$ cat config.mk
export PLATFORM = sky130hd
export DESIGN_NAME = dvp_window_packer_flat
export DESIGN_NICKNAME = d
export VERILOG_FILES = /design/src/rtl/dvp_window_packer_if.sv /design/src/rtl/dvp_window_packer.sv /design/src/flat_wrapper.sv
export SDC_FILE = /design/constraint.sdc
export NUM_CORES = 1
export LEC_CHECK = 0
export BUFFER_PORTS_ARGS = -buffer_cell sky130_fd_sc_hd__buf_2
export CAP_MARGIN = 20
export CELL_PAD_IN_SITES_DETAIL_PLACEMENT = 2
export CELL_PAD_IN_SITES_GLOBAL_PLACEMENT = 2
export CORE_MARGIN = 2
export CORE_UTILIZATION = 50
export CTS_BUF_LIST = sky130_fd_sc_hd__clkbuf_16
export DETAILED_ROUTE_END_ITERATION = 10
export GPL_ROUTABILITY_DRIVEN = 0
export PLACE_DENSITY_LB_ADDON = 0.05
export SLEW_MARGIN = 25
export SYNTH_ARGS = -nofsm -noshare
export SYNTH_HDL_FRONTEND = slang
export SYNTH_SLANG_ARGS = --single-unit
export TNS_END_PERCENT = 20
$ cat constraint.sdc
create_clock -name I_clk -period 8.6 [get_ports I_clk]
set_input_delay 0.86 -clock I_clk [delete_from_list [all_inputs] [get_ports I_clk]]
set_output_delay 0.86 -clock I_clk [all_outputs]
set_load 0.02 [all_outputs]
$ cat src/rtl/dvp_window_packer_if.sv
// rtl/dvp_window_packer_if.sv - packed-word stream with frame/line markers
interface dvp_window_packer_if #(
    parameter int OUT_W = 32
) ();
    logic [OUT_W-1:0] tdata;
    logic             tvalid;
    logic             tready;
    logic             sof;
    logic             eol;
    logic             eof;

    modport master (
        output tdata, tvalid, sof, eol, eof,
        input  tready
    );

    modport slave (
        input  tdata, tvalid, sof, eol, eof,
        output tready
    );
endinterface

$ cat src/rtl/dvp_window_packer.sv
// rtl/dvp_window_packer.sv - DVP window crop, 2:1 decimation, MSB packing and output FIFO
module dvp_window_packer #(
    parameter int PIX_W      = 10,
    parameter int PACK_BITS  = 8,
    parameter int OUT_W      = 32,
    parameter int CNT_W      = 12,
    parameter int FIFO_DEPTH = 16
) (
    input  logic             I_clk,
    input  logic             I_rst_n,
    input  logic             I_pix_stb,
    input  logic             I_vsync,
    input  logic             I_href,
    input  logic [PIX_W-1:0] I_pixdata,
    input  logic             I_en,
    input  logic [CNT_W-1:0] I_x0,
    input  logic [CNT_W-1:0] I_y0,
    input  logic [CNT_W-1:0] I_w,
    input  logic [CNT_W-1:0] I_h,
    input  logic             I_dec,
    input  logic             I_clr,
    output logic             O_err,
    output logic [15:0]      O_frame_cnt,
    dvp_window_packer_if.master m_out
);
    localparam int PPW    = OUT_W / PACK_BITS;
    localparam int LANE_W = $clog2(PPW + 1);
    localparam int ADDR_W = $clog2(FIFO_DEPTH);
    localparam int ENT_W  = OUT_W + 3;

    typedef enum logic [1:0] {S_IDLE, S_ARMED, S_ACTIVE, S_DROP} state_t;
    state_t state, state_nxt;

    logic                 vsync_q, href_q;
    logic                 vsync_rise, vsync_fall, href_fall, frame_start;
    logic [CNT_W-1:0]     col, row, x0_r, y0_r, w_r, h_r;
    logic                 dec_r;
    logic [CNT_W-1:0]     dx, dy, w_m1, h_m1, last_dx, last_dy;
    logic                 in_x, in_y, dec_ok, capturing, pix_acc, flush;
    logic                 is_last_col, is_last_row, lane_full;
    logic                 frame_done, sof_pending;
    logic [PACK_BITS-1:0] pix_msb;
    logic [OUT_W-1:0]     lanes, lanes_nxt;
    logic [LANE_W-1:0]    lane_cnt;

    logic                 wr_q, wr_sof, wr_eol, wr_eof;
    logic [OUT_W-1:0]     wr_data;

    logic [ENT_W-1:0]     mem [FIFO_DEPTH];
    logic [ENT_W-1:0]     head;
    logic [ADDR_W-1:0]    rd_ptr, wr_ptr;
    logic [ADDR_W:0]      fifo_cnt;
    logic                 fifo_full, fifo_pop, fifo_push, wr_ok, overflow, short_frame;
    logic                 unused_pix;

    assign unused_pix  = ^I_pixdata;

    assign vsync_rise  = I_vsync & ~vsync_q;
    assign vsync_fall  = ~I_vsync & vsync_q;
    assign href_fall   = href_q & ~I_href;
    assign frame_start = (state == S_IDLE || state == S_ARMED) && vsync_fall && I_en;

    // Window position of the current sample; a wrapped difference fails the < w/h test.
    assign dx      = col - x0_r;
    assign dy      = row - y0_r;
    assign w_m1    = w_r - CNT_W'(1);
    assign h_m1    = h_r - CNT_W'(1);
    assign last_dx = dec_r ? {w_m1[CNT_W-1:1], 1'b0} : w_m1;
    assign last_dy = dec_r ? {h_m1[CNT_W-1:1], 1'b0} : h_m1;
    assign in_x    = (col >= x0_r) && (dx < w_r);
    assign in_y    = (row >= y0_r) && (dy < h_r);
    assign dec_ok  = !dec_r || (!dx[0] && !dy[0]);

    assign capturing   = (state == S_ACTIVE) && !frame_done;
    assign pix_acc     = capturing && I_pix_stb && I_href && in_x && in_y && dec_ok;
    assign is_last_col = (dx == last_dx);
    assign is_last_row = (dy == last_dy);
    assign lane_full   = (lane_cnt == LANE_W'(PPW - 1));
    assign flush       = capturing && href_fall && (lane_cnt != '0);
    assign pix_msb     = I_pixdata[PIX_W-1 -: PACK_BITS];

    // Drop the new pixel's MSBs into the next free lane.
    always_comb begin
        lanes_nxt = lanes;
        for (int i = 0; i < PPW; i++) begin
            if (lane_cnt == LANE_W'(i)) begin
                lanes_nxt[i*PACK_BITS +: PACK_BITS] = pix_msb;
            end
        end
    end

    // Next-state logic for capture control.
    always_comb begin
        state_nxt = state;
        case (state)
            S_IDLE:   if (vsync_fall && I_en) state_nxt = S_ACTIVE;
            S_ARMED:  if (vsync_fall) state_nxt = I_en ? S_ACTIVE : S_IDLE;
            S_ACTIVE: if (vsync_rise) state_nxt = S_ARMED;
                      else if (overflow) state_nxt = S_DROP;
            S_DROP:   if (vsync_rise) state_nxt = S_ARMED;
            default:  state_nxt = S_IDLE;
        endcase
    end

    // State register and sync edge-detect history.
    always_ff @(posedge I_clk or negedge I_rst_n) begin
        if (!I_rst_n) begin
            state   <= S_IDLE;
            vsync_q <= 1'b0;
            href_q  <= 1'b0;
        end else begin
            state   <= state_nxt;
            vsync_q <= I_vsync;
            href_q  <= I_href;
        end
    end

    // Position counters, window latch and lane packing; emits one word per cycle at most.
    always_ff @(posedge I_clk or negedge I_rst_n) begin
        if (!I_rst_n) begin
            col         <= '0;
            row         <= '0;
            x0_r        <= '0;
            y0_r        <= '0;
            w_r         <= '0;
            h_r         <= '0;
            dec_r       <= 1'b0;
            lanes       <= '0;
            lane_cnt    <= '0;
            frame_done  <= 1'b0;
            sof_pending <= 1'b0;
            wr_q        <= 1'b0;
            wr_sof      <= 1'b0;
            wr_eol      <= 1'b0;
            wr_eof      <= 1'b0;
            wr_data     <= '0;
        end else begin
            wr_q <= 1'b0;
            if (I_pix_stb && I_href) col <= col + CNT_W'(1);
            if (href_fall) begin
                col <= '0;
                row <= row + CNT_W'(1);
            end
            if (frame_start) begin
                x0_r        <= I_x0;
                y0_r        <= I_y0;
                w_r         <= I_w;
                h_r         <= I_h;
                dec_r       <= I_dec;
                col         <= '0;
                row         <= '0;
                lanes       <= '0;
                lane_cnt    <= '0;
                frame_done  <= 1'b0;
                sof_pending <= 1'b1;
            end else if (pix_acc) begin
                if (lane_full || is_last_col) begin
                    wr_q        <= 1'b1;
                    wr_data     <= lanes_nxt;
                    wr_sof      <= sof_pending;
                    wr_eol      <= is_last_col;
                    wr_eof      <= is_last_col && is_last_row;
                    lanes       <= '0;
                    lane_cnt    <= '0;
                    sof_pending <= 1'b0;
                    if (is_last_col && is_last_row) frame_done <= 1'b1;
                end else begin
                    lanes    <= lanes_nxt;
                    lane_cnt <= lane_cnt + LANE_W'(1);
                end
            end else if (flush) begin
                wr_q        <= 1'b1;
                wr_data     <= lanes;
                wr_sof      <= sof_pending;
                wr_eol      <= 1'b1;
                wr_eof      <= is_last_row;
                lanes       <= '0;
                lane_cnt    <= '0;
                sof_pending <= 1'b0;
                if (is_last_row) frame_done <= 1'b1;
            end
        end
    end

    assign fifo_pop    = m_out.tvalid && m_out.tready;
    assign fifo_full   = (fifo_cnt == (ADDR_W+1)'(FIFO_DEPTH));
    assign wr_ok       = wr_q && (state != S_DROP);
    assign overflow    = wr_ok && fifo_full && !fifo_pop;
    assign fifo_push   = wr_ok && !overflow;
    assign short_frame = (state == S_ACTIVE) && vsync_rise && !frame_done;

    // FIFO storage; contents are only visible while the entry count is non-zero.
    always_ff @(posedge I_clk) begin
        if (fifo_push) mem[wr_ptr] <= {wr_sof, wr_eol, wr_eof, wr_data};
    end

    // FIFO pointers, occupancy, frame counter and sticky error.
    always_ff @(posedge I_clk or negedge I_rst_n) begin
        if (!I_rst_n) begin
            rd_ptr      <= '0;
            wr_ptr      <= '0;
            fifo_cnt    <= '0;
            O_frame_cnt <= '0;
            O_err       <= 1'b0;
        end else begin
            if (fifo_push) wr_ptr <= wr_ptr + ADDR_W'(1);
            if (fifo_pop)  rd_ptr <= rd_ptr + ADDR_W'(1);
            case ({fifo_push, fifo_pop})
                2'b10:   fifo_cnt <= fifo_cnt + (ADDR_W+1)'(1);
                2'b01:   fifo_cnt <= fifo_cnt - (ADDR_W+1)'(1);
                default: fifo_cnt <= fifo_cnt;
            endcase
            if (fifo_push && wr_eof) O_frame_cnt <= O_frame_cnt + 16'd1;
            if (overflow || short_frame) O_err <= 1'b1;
            else if (I_clr)              O_err <= 1'b0;
        end
    end

    assign head         = mem[rd_ptr];
    assign m_out.tvalid = (fifo_cnt != '0);
    assign m_out.tdata  = m_out.tvalid ? head[OUT_W-1:0] : '0;
    assign m_out.eof    = m_out.tvalid & head[OUT_W];
    assign m_out.eol    = m_out.tvalid & head[OUT_W+1];
    assign m_out.sof    = m_out.tvalid & head[OUT_W+2];
endmodule

$ cat src/flat_wrapper.sv
// flat-port wrapper written by rule: the top's interface ports become plain ports
module dvp_window_packer_flat 
#(
    parameter int PIX_W      = 10,
    parameter int PACK_BITS  = 8,
    parameter int OUT_W      = 32,
    parameter int CNT_W      = 12,
    parameter int FIFO_DEPTH = 16
)
  (I_clk, I_rst_n, I_pix_stb, I_vsync, I_href, I_pixdata, I_en, I_x0, I_y0, I_w, I_h, I_dec, I_clr, O_err, O_frame_cnt, m_out_tdata, m_out_tvalid, m_out_sof, m_out_eol, m_out_eof, m_out_tready);
  dvp_window_packer_if #(.OUT_W(OUT_W)) m_out_i ();
  input  logic I_clk;
  input  logic I_rst_n;
  input  logic I_pix_stb;
  input  logic I_vsync;
  input  logic I_href;
  input  logic [PIX_W-1:0] I_pixdata;
  input  logic I_en;
  input  logic [CNT_W-1:0] I_x0;
  input  logic [CNT_W-1:0] I_y0;
  input  logic [CNT_W-1:0] I_w;
  input  logic [CNT_W-1:0] I_h;
  input  logic I_dec;
  input  logic I_clr;
  output logic O_err;
  output logic [15:0] O_frame_cnt;
  output wire logic [$bits(m_out_i.tdata)-1:0] m_out_tdata;
  output wire logic [$bits(m_out_i.tvalid)-1:0] m_out_tvalid;
  output wire logic [$bits(m_out_i.sof)-1:0] m_out_sof;
  output wire logic [$bits(m_out_i.eol)-1:0] m_out_eol;
  output wire logic [$bits(m_out_i.eof)-1:0] m_out_eof;
  input wire logic [$bits(m_out_i.tready)-1:0] m_out_tready;
  assign m_out_tdata = m_out_i.tdata;
  assign m_out_tvalid = m_out_i.tvalid;
  assign m_out_sof = m_out_i.sof;
  assign m_out_eol = m_out_i.eol;
  assign m_out_eof = m_out_i.eof;
  assign m_out_i.tready = m_out_tready;
  dvp_window_packer #(.PIX_W(PIX_W), .PACK_BITS(PACK_BITS), .OUT_W(OUT_W), .CNT_W(CNT_W), .FIFO_DEPTH(FIFO_DEPTH)) u_core (.I_clk(I_clk), .I_rst_n(I_rst_n), .I_pix_stb(I_pix_stb), .I_vsync(I_vsync), .I_href(I_href), .I_pixdata(I_pixdata), .I_en(I_en), .I_x0(I_x0), .I_y0(I_y0), .I_w(I_w), .I_h(I_h), .I_dec(I_dec), .I_clr(I_clr), .O_err(O_err), .O_frame_cnt(O_frame_cnt), .m_out(m_out_i));
endmodule
### Word level (Yosys, flattened, before mapping)

Memories as Yosys holds them, arrays and structs flattened.
Index checks and enable logic that the tools add are counted.

| cells by class | value |
|---|---|
| shift operators | 0 |
| bitwise operators | 10 |
| muxes and demuxes | 58 |
| div/mod/pow operators | 0 |
| equal/unequal tests | 19 |
| $lt $le $gt $ge | 4 |
| multiply operators | 0 |
| reductions and logical operators | 49 |
| add/sub/neg operators | 12 |

Operators with widths:

| operator | count |
|---|---|
| 2-to-1 mux 32 bit | 8 |
| 2-to-1 mux 12 bit | 5 |
| 2-to-1 mux 8 bit | 4 |
| 2-to-1 mux 1 bit | 29 |
| adder 12 x 1 -> 12 bit (second input constant) | 2 |
| == test 12 bit | 2 |
| >= comparator 12 bit | 2 |
| logical AND 1 bit | 24 |
| < comparator 12 bit | 2 |
| subtractor 12 x 1 -> 12 bit (second input constant) | 2 |
| subtractor 12 bit | 2 |
| adder 16 x 1 -> 16 bit (second input constant) | 1 |
| 2-to-1 mux 2 bit | 6 |
| 2-to-1 mux 3 bit | 4 |
| nonzero test 3 bit | 4 |
| one-hot mux 5 bit (2 select lines) | 1 |
| adder 4 x 1 -> 4 bit (second input constant) | 2 |
| one-hot mux 2 bit (4 select lines) | 1 |
| AND reduction 4 bit | 2 |
| nonzero test 2 bit | 4 |
| bitwise AND 1 bit | 6 |
| == test 2 bit (second input constant) | 3 |
| == test 3 x 2 -> 1 bit (second input constant) | 2 |
| zero test 1 bit | 6 |
| other kinds (17) | 28 |

| storage, ports and cells | value |
|---|---|
| word-level logic and storage cells | 177 |
| ROM bits | 0 |
| bits in latches | 0 |
| memories kept | 1 |
| input port bits | 67 |
| bits in registers | 180 |
| RAM bits | 560 |
| output and inout bits | 53 |

Memory list:

| memory | depth | width | rd ports | clocked after memory_dff | write ports | RTL line | source |
|---|---|---|---|---|---|---|---|
| u_core.mem | 16 | 35 | 1 | 0 | 1 | dvp_window_packer.sv:49 | `logic [ENT_W-1:0] mem [FIFO_DEPTH];` |

### Depth between registers and ports, before layout

Gate-level depths: netlist of the first run.

| depth | value |
|---|---|
| depth in word-level cells | 9 |
| depth in mapped cells | 19 |
| mapped depth without buffers | 18 |

### Worst setup path after synthesis of the first run

OpenSTA, ideal clock, no wires.

| timing path | value |
|---|---|
| path type | reg-to-reg |
| start | reg u_core.row[0] |
| end | reg u_core.wr_data[0] |
| arrival time | 4.842 ns |
| buffers on the path | 1 |
| slack | 3.633 ns |
| library setup time | 0.125 ns |
| cell stages (with the launch flop) | 20 |
| period minus slack after synthesis | 4.967 ns |
| cells stage by stage | dfrtp_1 -> inv_1 -> ha_1 -> inv_1 -> fa_1 -> a211oi_1 -> nor3_1 -> o21bai_1 -> and3b_1 -> xnor2_1 -> ha_1 -> a21o_1 -> a222oi_1 -> o2111ai_1 -> a2111oi_1 -> nand4_1 -> or4b_1 -> nand2_2 -> buf_6 -> mux2_2 |

| on the way | value |
|---|---|
| longest elaborated chain between the ends | 7 |
| elaborated cells on any way between the ends | 13 |
| classes of those cells | add/sub (1); order compare (2); eq/ne (1); mux (1); reduce/logical (8) |

Ends and longest elaborated chain:

| item | RTL line | source |
|---|---|---|
| start, declared | dvp_window_packer.sv:36 | `logic [CNT_W-1:0] col, row, x0_r, y0_r, w_r, h_r;` |
| start signal, assigned | dvp_window_packer.sv:142 | `row <= row + CNT_W'(1);` |
| subtractor 12 bit | dvp_window_packer.sv:65 | `assign dy = row - y0_r;` |
| < comparator 12 bit / zero test 1 bit (equally long branches) | dvp_window_packer.sv:71, dvp_window_packer.sv:72 |  |
| logical AND 1 bit, on equally long branches | dvp_window_packer.sv:71, dvp_window_packer.sv:72 |  |
| logical AND 1 bit / logical OR 1 bit (equally long branches) | dvp_window_packer.sv:75, dvp_window_packer.sv:72 |  |
| logical AND 1 bit (*) | dvp_window_packer.sv:75 | `assign pix_acc = capturing && I_pix_stb && I_href && in_x && in_y && dec_ok;` |
| != test 2 bit (no source line) / nonzero test 2 bit (equally long branches) | n/a |  |
| AND reduction 3 bit (no source line) | n/a |  |
| end signal, assigned | dvp_window_packer.sv:159 | `wr_data <= lanes_nxt;` |
| end signal, assigned | dvp_window_packer.sv:173 | `wr_data <= lanes;` |
| end, declared | dvp_window_packer.sv:47 | `logic [OUT_W-1:0] wr_data;` |

Every way passes the cells marked *; elsewhere a longest branch is shown, timed or not.
A chain may end at the register's enable or synchronous reset.

### Worst setup path in the final report of the first run

| timing path | value |
|---|---|
| start | reg u_core.row[0] |
| end | reg u_core.wr_data[7] |

The elaborated chain is that of the path after synthesis.

==> results.py, run 1 <==
metrics = {
    "outcome": {
        "status": "finished clean",
    },
    "floorplan": {
        "coreArea_um2": 62900,
        "die_h_um": 256,
        "die-area_um2": 65300,
        "io_pins": 120,
        "rows": 92,
        "start_util_pct": 50.4,
        "die_w_um": 256,
    },
    "finish": {
        "final.fill_count": 5553,
        "drive_gt1_share_pct": 23.8,
        "seq_area_um2": 21300,
        "syn2layout_area_growth_pct": 13.1,
        "multi_input_comb_area_um2": 9710,
        "fin_nets": 2183,
    },
    "flow_run": {
        "cap_violations": 0,
    },
    "synthesis": {
        "yosysUniqueCellTypes": 77,
        "synth_edf_count": 560,
        "ys_seq_area_share_pct": 67.4,
        "ys.flop_type": "edfxtp_1",
        "synth_area_leaders": "edfxtp_1 53%, dfrtp_1 14%, mux4_2 12%",
        "avgSynthCellArea_um2": 16.7,
        "synthesis.area_um2": 31700,
        "yosysWarnings": 0,
        "synthesis.nets": 2029,
        "syn_inst": 1895,
        "ys_seq_elements": 740,
        "synth.most_common_cell": "edfxtp_1",
        "synth_top_cell_by_area": "edfxtp_1",
        "async_flop_share_pct": 24.3,
        "synth_commonest_cells": "560 x edfxtp_1, 180 x dfrtp_1, 175 x mux4_2, 111 x nand2_1, 102 x inv_1",
        "yosysTopAreaCellShare_pct": 53.1,
    },
    "drt": {
        "drc_errors": 0,
        "viasPerCell": 6.34,
        "post_drt_wl_per_cell_um": 35.1,
        "routed_wl_mm": 104,
        "drt_pass1_iterations": 5,
        "drt_iter0_drc": 1949,
        "ant_nets": 0,
        "dr_total_vias": 18800,
    },
    "clocking": {
        "ctsLongestPathBuffers": 3,
        "cts_buffers": 78,
        "cts_root_buf": "clkbuf_16",
        "postCtsSetupBuffers": 0,
        "clkSlewWorstSetupHoldPaths_ps": 70,
        "clock_sinks": 740,
        "cts_resized": 0,
        "holdBufCountCts": 0,
        "ctsHtreeMaxLevel": 3,
        "insertion_delay_ps": 660,
        "cts_tree": "done",
    },
    "sta": {
        "final_max_slew_viol_count": 0,
        "fin_crit_sh_pct": 77.0,
        "finClkSkew_ps": 46.3,
        "timing_worst_slew_pin_value_ps": 1100,
        "setup_viol": 0,
        "finalHoldViolations": 0,
        "layout_min_cycle_time_ps": 6620,
        "slew_headroom_pct": 26.3,
        "max_freq_mhz": 151,
        "setup_tns_ps": 0,
        "hold_slack_ps": 159,
        "rsz0062_at_grt": "false",
    },
    "global_routing": {
        "grt_pass1_wl_mm": 153,
        "grt_overflow_total": 0,
        "grt_max_degree": 108,
        "grt_usage_pct": 32.5,
        "grt_pass1_vias": 20800,
        "antenna_found_initial": 8,
    },
    "worst_setup_path": {
        "cp_max_fo": 28,
        "worst_ep_arrival_time_ps": 7120,
        "end_kind": "flop",
        "worstSetupPathType": "flop to flop",
        "worst_ep_required_time_ps": 9100,
        "cp-start-kind": "flop",
    },
    "power": {
        "leakagePower_nw": 14.1,
        "ir_drop_uv": 153,
        "p_per_area_nw_per_um2": 268,
    },
    "worst_hold_path": {
        "hp-class": "input pin to asynchronous set/reset pin",
    },
    "placement": {
        "numPortBuffers": 117,
        "hpwlAfterDp_mm": 59.2,
    },
}
## routing by layer
metal  vias up  track usage, %  share of wire (%)
met5         -               0              0.023
met4         4            10.5                3.5
met3       240            5.08                7.0
met2       907            56.9                 52
met1     10000            41.8                 38
li1       7633               -                  -
## sequential cells by signal, indices dropped and copies added, names as in the netlist, 2 cells and up
signal              flops
u_core.col             12
u_core.lane_cnt         3
u_core.state            2
u_core.lanes           32
u_core.O_frame_cnt     16
u_core.fifo_cnt         5
u_core.x0_r            12
u_core.rd_ptr           4
u_core.wr_data         32
u_core.mem            560
u_core.h_r             12
u_core.w_r             12
u_core.wr_ptr           4
u_core.y0_r            12
u_core.row             12
## layout make-up
| type | instances | share of cell area [%] |
|---|---|---|
| antenna | 4 | 0.0280 |
| inverter | 102 | 1.07 |
| sequential | 740 | 59.6 |
| clock buffer | 79 | 5.52 |
| timing repair buffer | 143 | 2.31 |
| multi-input combinational | 984 | 27.1 |
| tap | 846 | 2.96 |
| clock inverter | 67 | 1.39 |
## critical path: stages (launching register included)
cell	delay, ps
dfrtp_1	430
inv_1	80
ha_1	170
inv_1	70
fa_1	460
a211oi_1	450
nor3_1	150
o21bai_1	240
and3b_1	250
xnor2_1	130
ha_1	270
and3_1	210
a222oi_1	240
o2111ai_1	150
a2111oi_1	800
nand4_1	230
or4b_1	810
nand2_2	840
mux2_1	470
## cell families after synthesis
logic type,Yosys count,synth area share (%)
xor gates and xnor gates,90,2.89
buffers and inverters,171,2.08
DFF,740,67.4
muxes,227,14.3
adders and majority gates,67,2.72
AOI/OAI and AO/OA,206,4.34
and+or+nand+nor,394,6.32
## placed cells by master (no fill, tap or decap), types with 21 or more instances in the layout
cell type  netlist  routed
edfxtp_1       560     560
nand2_1        111     111
clkinv_1         0      21
clkbuf_16        0      79
and2_1          54      38
o2bb2ai_1       25      25
mux2_2          44      44
nor2_1          70      69
buf_2            1     116
dfrtp_1        180     176
xor2_1          29      29
mux4_2         175     175
inv_1          102     122
buf_4            0      23
ha_1            64      64
xnor2_1         52      52
nand3_1         39      39
o21ai_0         65      65
a21oi_1         28      28
## final timing paths
path                                             start  slack (ps)                      to  cells past startpoint
worst max-delay path                     u_core.row[0]        1980       u_core.wr_data[7]                     18
worst min register to register  u_core.O_frame_cnt[15]         490  u_core.O_frame_cnt[15]                      1
worst max register to register           u_core.row[0]        1980       u_core.wr_data[7]                     18
max in group asynchronous                      I_rst_n        7280        u_core.rd_ptr[0]                      2
worst min-delay path                           I_rst_n         160      u_core.wr_data[12]                      1
min in group I_clk                             I_vsync         370          u_core.vsync_q                      1
## power breakdown
part           internal (mW)  switching, mW
clock network           1.86           1.55
registers               3.88          0.101
logic                  0.954           1.25
## through the flow
stage / cells / setup slack (ps) / power [mW] / instance area [µm²] / util (%)
floorplan: 1895 / 3630 / 5.58 / 31700 / -
global placement: 2814 / 2310 / 6.16 / 33300 / 52.9
detailed placement: 2814 / 2000 / 6.26 / 33300 / 52.9
CTS: 2960 / 1990 / 9.68 / 35700 / 56.9
global route: 2961 / 1610 / 9.95 / 35800 / 56.9
finish: 2965 / 1980 / 9.61 / 35800 / 57.0
Power figures use the tool's default switching activity.
==> inputs of run 2 (changes only) <==
CORE_UTILIZATION = 47   (was 50)
clock period = 6.73 ns   (was 8.6 ns; I/O delays follow)
==> run 2 against run 1 <==
Against the previous run:
- combinational power grew 19%
- largest cell class unchanged
- worst setup slack got worse by 1600 ps
- sequential power up 29%
- register-to-register slack worse by 1600 ps
- global-route usage down 3.4 points
- highest routed layer unchanged
- core utilization is 3.0 points lower
==> results.py, run 2 (synthesized netlist as in run 1, its figures left out) <==
metrics = {
    "sta": {
        "setup_viol": 0,
        "fin_crit_sh_pct": 94.1,
        "slew_headroom_pct": 28.1,
        "timing_worst_slew_pin_value_ps": 1070,
        "finClkSkew_ps": 38.4,
        "final_max_slew_viol_count": 0,
        "max_freq_mhz": 158,
        "rsz0062_at_grt": "false",
        "setup_tns_ps": 0,
        "finalHoldViolations": 0,
        "layout_min_cycle_time_ps": 6330,
    },
    "power": {
        "ir_drop_uv": 248,
        "leakagePower_nw": 14.3,
        "intPower_mw": 8.87,
        "switching_share_pct": 28.8,
        "p_clk_share_pct": 37.7,
        "seq_power_share_pct": 41.1,
        "combPwrFrac_pct": 21.1,
        "p_per_area_nw_per_um2": 345,
        "net-switching-power_mw": 3.59,
    },
    "finish": {
        "largest_register_ffs": 560,
        "regMostFlops": "u_core.mem",
        "syn2layout_area_growth_pct": 14.0,
        "final_cell_count_no_fill": 2992,
        "design_area_um2": 36100,
        "reg_top3": "u_core.mem: 560 flops, u_core.lanes: 32 flops, u_core.wr_data: 32 flops",
        "drive_gt1_share_pct": 24.1,
        "fin_nets": 2184,
        "mostFrequentLayoutCell": "edfxtp_1",
        "final_cell_mix": "560 x edfxtp_1, 176 x dfrtp_1, 175 x mux4_2, 126 x inv_1, 116 x buf_2",
    },
    "worst_setup_path": {
        "worstSetupPathType": "flop to flop",
        "cp_slowest_cell": "or4b_1",
        "cp-start-kind": "flop",
        "end_kind": "flop",
        "worst_ep_arrival_time_ps": 6820,
        "crit_path_frequent_cell": "ha_1",
        "worstPathCellList": "ha_1, a21oi_2, nand2_1, a221oi_1, o221a_2, xnor2_1, ha_1, and3_1, a222oi_1, o2111ai_1, a2111oi_1, buf_4, nand4_1, or4b_1, nand2_2, mux2_1",
        "cp_max_fo": 28,
        "critical_path.max_stage_delay_ps": 800,
        "worst_ep_required_time_ps": 7220,
    },
    "clocking": {
        "holdBufCountCts": 0,
        "ctsLongestPathBuffers": 3,
        "cts_resized": 0,
        "ctsHtreeMaxLevel": 3,
        "cts_root_buf": "clkbuf_16",
        "insertion_delay_ps": 670,
        "cts_buffers": 81,
        "clkSlewWorstSetupHoldPaths_ps": 70,
        "clock_sinks": 740,
        "postCtsSetupBuffers": 0,
        "cts_tree": "done",
    },
    "drt": {
        "drc_errors": 0,
        "post_drt_wl_per_cell_um": 33.1,
        "routed_wl_mm": 99.1,
        "drt_pass1_iterations": 5,
        "ant_nets": 0,
        "drt_iter0_drc": 1430,
        "viasPerCell": 6.16,
        "dr_total_vias": 18400,
    },
    "worst_hold_path": {
        "hp-class": "input pin to asynchronous set/reset pin",
    },
    "global_routing": {
        "grt_pass1_vias": 20700,
        "antenna_found_initial": 6,
        "grt_overflow_total": 0,
        "grt_pass1_wl_mm": 146,
        "grt_usage_pct": 29.1,
        "grt_max_degree": 111,
    },
    "placement": {
        "placed_cells": 2840,
        "placed_area_um2": 33300,
        "numPortBuffers": 117,
        "hpwlAfterDp_mm": 56.6,
    },
    "floorplan": {
        "io_pins": 120,
        "start_util_pct": 47.3,
        "coreArea_um2": 66900,
        "die-area_um2": 69400,
        "rows": 95,
        "die_h_um": 264,
        "die_w_um": 264,
    },
    "outcome": {
        "status": "finished clean",
    },
    "flow_run": {
        "cap_violations": 0,
    },
}
==> run 2: critical path: cells and delay by family (launching register included) <==
family | cells | cell delay, ps
and+or+nand+nor | 5 | 2080
DFF | 1 | 420
muxes | 1 | 450
xor gates and xnor gates | 1 | 140
adders and majority gates | 2 | 680
buffers and inverters | 1 | 200
AOI/OAI and AO/OA | 6 | 2170
==> run 2: worst paths after layout <==
| path | startpoint | endpoint | slack, ps | cells past startpoint |
|---|---|---|---|---|
| max | u_core.col[2] | u_core.wr_data[4] | 400 | 16 |
| min | I_rst_n | u_core.lanes[8] | 30 | 1 |
| max reg2reg | u_core.col[2] | u_core.wr_data[4] | 400 | 16 |
| min reg2reg | u_core.O_frame_cnt[15] | u_core.O_frame_cnt[15] | 480 | 1 |
| max in group asynchronous | I_rst_n | u_core.rd_ptr[0] | 5260 | 2 |
| min in group I_clk | I_href | u_core.href_q | 190 | 1 |
==> run 2: power by group through the flow <==
stage          Combinational [mW]  Clock, mW  Sequential [mW]
2_1_floorplan                1.97          0             5.11
3_3_place_gp                 2.58          0             5.21
3_5_place_dp                 2.65          0             5.22
4_1_cts                      2.69       4.78             5.13
5_1_grt                      2.89       4.92             5.15
6_report                     2.63       4.70             5.13
==> run 2: cell type report <==
cell class | instances | area (µm²)
fillers | 5906 | 30800
flip-flops and latches | 740 | 21300
multi-input cells | 984 | 9710
clock buffers | 82 | 2050
well taps | 873 | 1090
repair buffers | 141 | 816
clock inverters | 67 | 691
inverters | 102 | 383
diodes | 3 | 7.51
==> run 2: per-stage QoR <==
step                      hold slack, ps  total power [mW]  utilization [%]  setup WS (ps)
after floorplan                      377              7.08                -           1760
after global placement               457              7.79             49.8            714
after detailed placement             466              7.87             49.8            465
after CTS                           19.7              12.6             53.9            450
after global routing                40.0              12.9             53.9            115
final                               28.4              12.5             53.9            398
==> run 2: metal layers <==
layer  global-route usage, %  up-vias  share of wire (%)
met5                       0        -              0.013
met1                    37.5     9938                 39
met3                    3.84      194                5.0
met2                    51.4      672                 52
met4                    8.79        2                3.2
li1                        -     7635                  -
==> inputs of run 3 (changes only) <==
==> constraint.sdc (replaced) <==
create_clock -name I_clk -period 6.73 [get_ports I_clk]
set_input_delay 0.3365 -clock I_clk [delete_from_list [all_inputs] [get_ports I_clk]]
set_output_delay 0.3365 -clock I_clk [all_outputs]
set_load 0.02 [all_outputs]
==> run 3 against run 2 <==
Against the previous run:
- clock skew is 4.1 ps lower
- core utilization is 0.44 points higher
- first-iteration DRC count up 8.3%
- sequential power shrank 0.8%
- combinational power increased by 3%
- critical path depth grew 3
- via count is 0.20% higher
- critical path type unchanged
- largest power group unchanged
==> results.py, run 3 (synthesized netlist as in run 1, its figures left out) <==
metrics = {
    "drt": {
        "drc_errors": 0,
        "dr_total_vias": 18500,
        "drt_iter0_drc": 1548,
        "post_drt_wl_per_cell_um": 32.4,
        "routed_wl_mm": 98.5,
        "viasPerCell": 6.07,
        "ant_nets": 0,
        "drt_pass1_iterations": 5,
    },
    "sta": {
        "finClkSkew_ps": 34.4,
        "final_max_slew_viol_count": 0,
        "setup_tns_ps": 0,
        "rsz0062_at_grt": "false",
        "finalHoldViolations": 0,
        "setup_viol": 0,
        "layout_min_cycle_time_ps": 6180,
        "max_freq_mhz": 162,
        "layout_setup_ws_ps": 548,
        "slew_headroom_pct": 27.0,
        "timing_worst_slew_pin_value_ps": 1090,
        "fin_crit_sh_pct": 91.9,
    },
    "placement": {
        "hpwlAfterDp_mm": 55.8,
        "numPortBuffers": 117,
        "dp_worst_setup_slack_ps": 535,
        "placed_area_um2": 33300,
    },
    "clocking": {
        "ctsLongestPathBuffers": 3,
        "insertion_delay_ps": 650,
        "cts_resized": 0,
        "cts_tree": "done",
        "ctsHtreeMaxLevel": 3,
        "cts_root_buf": "clkbuf_16",
        "clkSlewWorstSetupHoldPaths_ps": 60,
        "clock_sinks": 740,
        "cts_buffers": 78,
    },
    "worst_setup_path": {
        "worstSetupPathType": "flop to flop",
        "worstRegToRegCells": 19,
        "worst_ep_required_time_ps": 7230,
        "cp-start-kind": "flop",
        "cp_max_fo": 28,
        "worst_ep_arrival_time_ps": 6680,
        "end_kind": "flop",
    },
    "floorplan": {
        "coreArea_um2": 66900,
        "die-area_um2": 69400,
        "die_h_um": 264,
        "start_util_pct": 47.3,
        "rows": 95,
        "io_pins": 120,
        "die_w_um": 264,
    },
    "global_routing": {
        "grt_max_degree": 144,
        "grt_pass1_vias": 20800,
        "grt_overflow_total": 0,
        "grt_usage_pct": 28.8,
        "antenna_found_initial": 8,
        "grt_pass1_wl_mm": 145,
    },
    "flow_run": {
        "cap_violations": 0,
    },
    "worst_hold_path": {
        "whs_path_depth": 3,
        "hp-class": "input pin to flop",
    },
    "finish": {
        "drive_gt1_share_pct": 23.4,
        "regMostFlops": "u_core.mem",
        "mostFrequentLayoutCell": "edfxtp_1",
        "reg_top3": "u_core.mem: 560 flops, u_core.lanes: 32 flops, u_core.wr_data: 32 flops",
        "fin_nets": 2237,
        "final_cell_mix": "560 x edfxtp_1, 176 x dfrtp_1, 175 x mux4_2, 118 x inv_1, 116 x buf_2",
        "design_area_um2": 36400,
        "final.fill_count": 5846,
        "syn2layout_area_growth_pct": 14.9,
        "largest_register_ffs": 560,
    },
    "power": {
        "leakagePower_nw": 14.3,
        "ir_drop_uv": 278,
        "p_per_area_nw_per_um2": 333,
    },
    "outcome": {
        "status": "finished clean",
    },
}
run 3: report_power, final:
group / switching (mW) / internal [mW] / leakage, nW / total [mW]
combinational: 1.50 / 1.20 / 4.62 / 2.70
sequential: 0.132 / 4.96 / 8.44 / 5.09
clock: 1.94 / 2.38 / 1.27 / 4.32
run 3: metal layers:
metal  part of all wire (%)  vias up  routed length, µm  GRT usage, %
met1                     39     9989              38700          36.4
met5                  0.018        -                 18             0
met4                    2.3        4               2300          7.60
met2                     53      607              52600          52.1
met3                    5.0      139               4900          4.16
li1                       -     7739                  -             -
run 3: cell type report:
class                      count  area, µm²  area share [%]
antenna                        2       5.00          0.0138
timing repair buffer         197       1360            3.73
sequential                   740      21300            58.6
clock buffer                  79       1980            5.44
clock inverter                66        524            1.44
multi-input combinational    984       9700            26.7
tap                          873       1090            3.00
inverter                     102        383            1.05
run 3: worst paths after layout:
kind / from / end / slack [ps]
setup / recovery: u_core.row[0] / u_core.wr_data[9] / 550
min in group asynchronous: I_rst_n / u_core.wr_data[13] / 250
max in group asynchronous: I_rst_n / u_core.row[0] / 5220
hold reg to reg: u_core.O_frame_cnt[15] / u_core.O_frame_cnt[15] / 460
setup reg to reg: u_core.row[0] / u_core.wr_data[9] / 550
hold / removal: m_out_tready / u_core.rd_ptr[2] / 40
run 3: critical path, stage by stage, from the launching register on:
cell and delay, ps:
dfrtp_1 420, inv_1 80, ha_1 160, inv_1 60
fa_1 470, a211oi_1 480, nor3_1 160, o21bai_1 260
and3b_1 260, xnor2_1 140, ha_1 260, and3_1 200
a222oi_1 250, o2111ai_1 150, a2111oi_1 400, buf_4 210
nand4_1 120, or4b_1 750, nand2_2 750, mux2_2 440
run 3: metrics by stage:
stage | utilization (%) | total power [mW] | cells | hold slack, ps
finish | 54.4 | 12.1 | 3043 | 36.5
global route | 54.3 | 12.6 | 3041 | 44.9
CTS | 54.3 | 12.3 | 3041 | 9.77
detailed placement | 49.8 | 7.89 | 2843 | 344
global placement | 49.8 | 7.81 | 2843 | 338
floorplan | - | 7.08 | 1895 | 40.9
run 3: what timing repair did:
item / 4_1_cts / 5_1_grt
buffers inserted: 0 / 0
endpoints found under the hold margin: 101 / 0
hold buffers: 53 / 0
